$ cat src/rtl/axis_rr_arbiter.sv
// axis_rr_arbiter: round-robin share of one AXI4-Stream sink among N masters, each grant capped at BURST beats
module axis_rr_arbiter #(
    parameter int N          = 4,
    parameter int DATA_WIDTH = 8,
    parameter int BURST      = 4
) (
    input  logic                           aclk,
    input  logic                           aresetn,
    input  logic [N-1:0]                   s_tvalid,
    output logic [N-1:0]                   s_tready,
    input  logic [N*DATA_WIDTH-1:0]        s_tdata,
    output logic                           m_tvalid,
    input  logic                           m_tready,
    output logic [DATA_WIDTH-1:0]          m_tdata,
    output logic [N-1:0]                   grant,
    output logic [$clog2(BURST+1)-1:0]     beat_cnt
);
    localparam int CW = $clog2(BURST + 1);
    localparam int PW = N > 1 ? $clog2(N) : 1;
    typedef enum logic {IDLE, GRANT} state_t;
    state_t         state, state_n;
    logic [N-1:0]   grant_n;
    logic [PW-1:0]  ptr, ptr_n;
    logic [CW-1:0]  cnt_n;
    logic           found, gv, hs;
    int             g, pick;
    always_ff @(posedge aclk) begin
        if (!aresetn) begin
            state    <= IDLE;
            grant    <= '0;
            ptr      <= '0;
            beat_cnt <= '0;
        end else begin
            state    <= state_n;
            grant    <= grant_n;
            ptr      <= ptr_n;
            beat_cnt <= cnt_n;
        end
    end
    always_comb begin
        g     = 0;
        found = 1'b0;
        pick  = 0;
        for (int i = 0; i < N; i++)
            if (grant[i]) g = i;
        for (int k = 0; k < N; k++)
            if (!found && s_tvalid[(int'(ptr) + k) % N]) begin
                found = 1'b1;
                pick  = (int'(ptr) + k) % N;
            end
        gv       = state == GRANT;
        m_tvalid = gv & s_tvalid[g];
        m_tdata  = gv ? s_tdata[g*DATA_WIDTH +: DATA_WIDTH] : '0;
        s_tready = gv ? grant & {N{m_tready}} : '0;
        hs       = m_tvalid & m_tready;
        state_n  = state;
        grant_n  = grant;
        ptr_n    = ptr;
        cnt_n    = beat_cnt;
        if (state == IDLE && found) begin
            state_n = GRANT;
            grant_n = N'(1) << pick;
            ptr_n   = PW'((pick + 1) % N);
            cnt_n   = '0;
        end else if (gv && (!s_tvalid[g] || (hs && beat_cnt == CW'(BURST - 1)))) begin
            state_n = IDLE;
            grant_n = '0;
            cnt_n   = '0;
        end else if (hs) begin
            cnt_n = beat_cnt + CW'(1);
        end
    end
endmodule

$ cat config.mk
export PLATFORM = sky130hd
export DESIGN_NAME = axis_rr_arbiter
export DESIGN_NICKNAME = d
export VERILOG_FILES = /design/src/rtl/axis_rr_arbiter.sv
export SDC_FILE = /design/constraint.sdc
export NUM_CORES = 1
export LEC_CHECK = 0
export BUFFER_PORTS_ARGS = -buffer_cell sky130_fd_sc_hd__buf_2
export CORE_MARGIN = 3
export CORE_UTILIZATION = 40
export DETAILED_ROUTE_END_ITERATION = 10
export PLACE_DENSITY = 0.81
export SYNTH_ARGS = -nofsm -noshare
export SYNTH_HDL_FRONTEND = slang
export SYNTH_SLANG_ARGS = --single-unit
$ cat constraint.sdc
create_clock -name aclk -period 2 [get_ports aclk]
set_input_delay 0.5 -clock aclk [delete_from_list [all_inputs] [get_ports aclk]]
set_output_delay 0.5 -clock aclk [all_outputs]
set_load 0.02 [all_outputs]
==> results of run 1 <==
registers in the layout (all words and copies together), names as in the netlist:
signal,flops
grant,4
ptr,2
beat_cnt,3
gv,1
worst max-delay path, delay by kind of cell, from the launching register on:
| kind | cells | cell delay (ps) |
|---|---|---|
| DFF | 1 | 350 |
| buffers and inverters | 1 | 120 |
| AOI/OAI and AO/OA | 1 | 320 |
| and+or+nand+nor | 1 | 160 |
| muxes | 1 | 310 |
stage by stage:
step	area, um2	worst slack [ps]	utilization, %	power, W	std cells
finish	1413	-33.33	61.49	0.001000	208
global route	1413	-77.35	61.49	0.001081	208
CTS	1405	-28.59	61.17	0.001003	208
detailed placement	1358	2.544	59.10	0.0008046	204
global placement	1358	7.101	59.10	0.0007810	204
floorplan	1013	148.8	-	0.0006310	116
cell type report:
class                           instances  area share (%)
Sequential cell                        10           14.44
Timing Repair Buffer                   67           27.10
Inverter                                4           1.063
Multi-Input combinational cell         95           52.35
Tap cell                               28           2.480
Clock buffer                            4           2.569
worst paths after layout:
| path | endpoint | cells after the start | slack (ps) | start |
|---|---|---|---|---|
| setup reg to reg | grant[2] | 7 | 330 | ptr[1] |
| setup / recovery | m_tvalid | 4 | -30 | grant[1] |
| hold / removal | grant[0] | 1 | 510 | grant[0] |
| hold reg to reg | grant[0] | 1 | 510 | grant[0] |
placed cells by master, fill, tap and decap left out, types with 2 or more instances in the layout:
master / synthesis / layout
ha_1: 6 / 6
buf_2: 1 / 56
and3_1: 4 / 4
clkbuf_4: 0 / 3
inv_1: 2 / 2
o21ai_0: 2 / 2
dfxtp_2: 0 / 3
buf_6: 0 / 2
dfxtp_1: 10 / 7
buf_4: 2 / 8
nand2_1: 12 / 12
a21oi_1: 6 / 6
a32o_1: 4 / 4
o21ai_1: 10 / 10
mux2i_1: 17 / 17
nor2b_1: 8 / 8
inv_2: 2 / 2
nand2b_1: 2 / 2
nor2_1: 2 / 2
power breakdown:
part | internal [W] | leakage, nW | total (W) | switching [W]
Sequential | 0.000229 | 0.0829 | 0.000275 | 0.0000458
Combinational | 0.000256 | 0.558 | 0.000539 | 0.000283
Clock | 0.000111 | 0.0210 | 0.000187 | 0.0000758
routing by layer:
layer	wire (um)	GRT usage [%]	share of wire, %
met3	327	7.586	11
met2	1385	33.39	48
met4	50	6.102	1.7
met5	0	0	0
met1	1104	18.92	39
cells by family after synthesis:
logic type	after synthesis
AOI/OAI and AO/OA	32
adders and majority gates	6
DFF	10
muxes	18
buffers and inverters	11
and+or+nand+nor	39
==> flow_summary_export.csv, run 1 <==
group,metric,value,unit
grt,antenna_found_initial,0,
die,die_area,3174,um2
timing,period_needed,2033,ps
clocking,clkSlewWorstSetupHoldPaths,80,ps
yosys,synthArstFlopShare,0,%
yosys,ys_types,41,
clocking,numCtsBuffers,3,
die,die_w,56.34,um
setup_path,crit_path_start_kind,"flip-flop",
clocking,clock_latency,280,ps
place,hpwlAfterDp,2.290,mm
timing,worstMarginPinSlew,539.9,ps
die,start_util,44.12,%
pwr,p_leak,0.6617,nW
grt,grt-ovfl-total,0,
yosys,yosys_register_bits,10,
timing,fin_skew,12.08,ps
yosys,synth_edf_count,0,
grt,track_usage,18.40,%
layout,drive_gt1_share,47.78,%
detailed_routing,vias,1131,
setup_path,path_cells,"mux2_4 > o311a_4 > and2_4 > buf_6",
clocking,holdBufCountCts,0,
setup_path,cp-end-kind,"output port",
timing,tns,-33.33,ps
timing,max_slew_margin,63.44,%
detailed_routing,wl_per_cell,13.78,um
run_status,status,"finished, violations left",
detailed_routing,ant_nets,0,
layout,diodes,0,
place,io_buffers,58,
yosys,synth_most_common_cell,"mux2i_1",
grt,grt_max_degree,21,
yosys,synth.largest_area_cell,"dfxtp_1",
yosys,synth_mux_area_share,18.27,%
layout,regArea,203.9,um2
clocking,htreeDepth,1,
layout,fill_cells,203,
detailed_routing,viasPerCell,5.438,
clocking,cts-root-buf,"clkbuf_4",
setup_path,arrival,1530,ps
timing,maxSlewViolCount,0,
timing,rsz0062_at_grt,"true",
setup_path,crit_slowest_cell,"dfxtp_2",
timing,worst_hold_slack,510.7,ps
yosys,synth_top_family_by_area,"compound AO/OA/AOI/OAI gates",
yosys,synth_flop_cell,"dfxtp_1",
yosys,synth_xor_area_share,0,%
layout,area_growth,39.38,%
yosys,synth_compound_gate_area_share,23.83,%
layout,multi_input_area,739.5,um2
detailed_routing,drt_iter0_markers,58,
yosys,netlist_top_cells_area,"dfxtp_1 20%, mux2i_1 17%, ha_1 7.4%, nor2b_1 4.9%, o21ai_1 4.9%",
setup_path,crit_required,1500,ps
yosys,ys_top_cells_by_count,"17 x mux2i_1, 12 x nand2_1, 10 x dfxtp_1, 10 x o21ai_1, 8 x nor2b_1",
die,io-pin-count,59,
setup_path,path_class,"reg -> out",
timing,setup_viol,1,
setup_path,worst_path_largest_cell_delay,350,ps
clocking,post-cts-setup-buffers,0,
yosys,synthCells,116,
yosys,syn-cell-area,1013,um2
yosys,ys_warn_count,0,
clocking,cts.path.max_buffers,2,
layout,fin_nets,226,
grt,grt_first_pass_wirelength,4.726,mm
flow_run,maxCapViolCount,0,
die,dieHeight,56.34,um
run_status,failed_checks,"negative setup slack",
yosys,synthAdderAreaFrac,7.407,%
yosys,yosys.area.top_type_share,19.75,%
pwr,peakVddDrop,0.0005559,V
timing,fmax,491.8,MHz
worst_hold_path,min_path_type,"reg -> reg",
timing,hold_viol,0,
setup_path,cp_max_fo,2,
detailed_routing,drc,0,
clocking,cts_resized,5,
yosys,ys_seq_area_share,19.75,%
die,core_area,2297,um2
grt,grt_pass1_vias,1112,
timing,fin_crit_sh,101.7,%
clocking,cts_tree,"built",
clocking,clock_sinks,10,
pwr,power_density,708.0,nW/um2
timing,setup_ws,-33.33,ps
detailed_routing,firstDrtPassIters,4,
place,gp_congestion,0.8385,
yosys,yosys.area_share.simple,23.21,%
yosys,postSynthAreaPerCell,8.737,um2
yosys,postSynthNetCount,161,
die,row_count,17,
detailed_routing,wl,2.867,mm
Power figures use the tool's default switching activity.
==> run 2, diff against run 1 <==
--- a/config.mk
+++ b/config.mk
@@ -6,9 +6,11 @@
 export NUM_CORES = 1
 export LEC_CHECK = 0
 export BUFFER_PORTS_ARGS = -buffer_cell sky130_fd_sc_hd__buf_2
+export CAP_MARGIN = 0
 export CORE_MARGIN = 3
 export CORE_UTILIZATION = 40
 export DETAILED_ROUTE_END_ITERATION = 10
+export MAX_ROUTING_LAYER = met4
 export PLACE_DENSITY = 0.81
 export SYNTH_ARGS = -nofsm -noshare
 export SYNTH_HDL_FRONTEND = slang
==> constraint.sdc (replaced) <==
create_clock -name aclk -period 2.25 [get_ports aclk]
set_input_delay 0.5625 -clock aclk [delete_from_list [all_inputs] [get_ports aclk]]
set_output_delay 0.5625 -clock aclk [all_outputs]
set_load 0.02 [all_outputs]
==> flow_summary_export.csv, run 2 (synthesis results as in run 1) <==
group,metric,value,unit
layout,area_growth,35.56,%
run_status,status,"completed",
grt,antenna_found_initial,0,
timing,fin_crit_sh,95.30,%
timing,setup_viol,0,
detailed_routing,viasPerCell,5.498,
clocking,holdBufCountCts,0,
clocking,clkSlewWorstSetupHoldPaths,70,ps
setup_path,cp.depth,4,
layout,diodes,0,
place,place_area,1338,um2
setup_path,ff2ff_path_depth,4,
grt,grt_pass1_vias,1076,
timing,hold_viol,0,
clocking,cts_resized,0,
clocking,htreeDepth,1,
setup_path,crit_required,1690,ps
grt,track_usage,18.98,%
timing,tns,0,ps
clocking,clock_latency,280,ps
timing,max_slew_margin,57.24,%
pwr,power_density,634.7,nW/um2
detailed_routing,wl_per_cell,13.56,um
die,die_area,3174,um2
layout,drive_gt1_share,45.25,%
clocking,cts.path.max_buffers,2,
timing,fin_skew,11.47,ps
worst_hold_path,min_path_type,"reg -> reg",
timing,setup_ws,105.8,ps
layout,fin_nets,225,
grt,grt_use_met3,6.667,%
detailed_routing,drc,0,
timing,period_needed,2144,ps
setup_path,cp_num_buf_inv,1,
place,gp_congestion,0.8491,
layout,final_cell_mix,"58 x buf_2, 17 x mux2i_1, 12 x nand2_1",
detailed_routing,firstDrtPassIters,5,
detailed_routing,vias,1138,
timing,worstMarginPinSlew,631.4,ps
setup_path,path_class,"reg -> out",
grt,grt_max_degree,18,
timing,rsz0062_at_grt,"false",
setup_path,crit_slowest_cell,"dfxtp_1",
pwr,p_leak,0.6487,nW
die,row_count,17,
layout,layout_commonest_cell,"buf_2",
timing,worst_hold_slack,503.6,ps
grt,top_usage_layer,"met2",
die,die_w,56.34,um
setup_path,worst_path_largest_cell_delay,360,ps
layout,largest_register_ffs,4,
layout,regMostFlops,"grant",
setup_path,arrival,1580,ps
layout,reg.largest.list,"grant: 4 flops, beat_cnt: 3 flops, ptr: 2 flops",
grt,grt-ovfl-total,0,
setup_path,crit_path_start_kind,"flip-flop",
setup_path,cp-end-kind,"output port",
place,hpwlAfterDp,2.247,mm
layout,design_area,1374,um2
die,io-pin-count,59,
setup_path,crit_family,"flip-flops",
setup_path,cp_max_fo,2,
worst_hold_path,holdPathStages,2,
place,pre_cts_ws,123.4,ps
detailed_routing,wl,2.806,mm
detailed_routing,ant_nets,0,
clocking,cts_tree,"built",
die,core_area,2297,um2
pwr,power,0.0008720,W
clocking,numCtsBuffers,3,
setup_path,path_cells,"mux2_4 > o311a_4 > and2_1 > buf_2",
timing,maxSlewViolCount,0,
grt,grt_first_pass_wirelength,4.767,mm
timing,fmax,466.4,MHz
clocking,clock_sinks,10,
place,io_buffers,58,
die,dieHeight,56.34,um
die,start_util,44.12,%
grt,grt_util_met1,20.11,%
grt,grt_use_met2,32.22,%
flow_run,maxCapViolCount,0,
pwr,peakVddDrop,0.0004071,V
detailed_routing,drt_iter0_markers,55,
clocking,cts-root-buf,"clkbuf_4",
clocking,post-cts-setup-buffers,0,
[run 2: stage by stage]
stage	util (%)	instances
4_1_cts	59.80	207
2_1_floorplan	-	116
3_3_place_gp	58.22	203
3_5_place_dp	58.22	203
5_1_grt	59.80	207
6_report	59.80	207
[run 2: worst paths after layout]
| check | startpoint | endpoint | slack (ps) |
|---|---|---|---|
| max | grant[1] | m_tvalid | 110 |
| min | beat_cnt[1] | beat_cnt[1] | 500 |
| max reg2reg | grant[1] | beat_cnt[2] | 580 |
| min reg2reg | beat_cnt[1] | beat_cnt[1] | 500 |
[run 2: layout make-up]
cell class | count | area, um2
timing repair buffer | 66 | 350.3
inverter | 4 | 15.01
multi-input combinational | 95 | 737.0
fill | 190 | 923.4
clock buffer | 4 | 36.28
sequential | 10 | 200.2
tap | 28 | 35.03
[run 2: routing by layer]
layer	vias to the layer above	part of all wire, %
li1	554	-
met1	515	40
met2	62	47
met3	7	11
met4	0	1.4
met5	-	0
[run 2: power by group]
part | leakage [nW] | switching, W | internal (W) | total [W]
sequential | 0.0819 | 0.0000362 | 0.000202 | 0.000238
clock | 0.0210 | 0.0000680 | 0.0000985 | 0.000166
combinational | 0.546 | 0.000254 | 0.000214 | 0.000468
total | 0.649 | 0.000358 | 0.000514 | 0.000872
[run 2: worst reg2reg max path: stages, from the launching register on]
cell	delay, ps
dfxtp_1	360
mux2_4	320
o311ai_1	540
nor2_1	120
a211oi_2	240
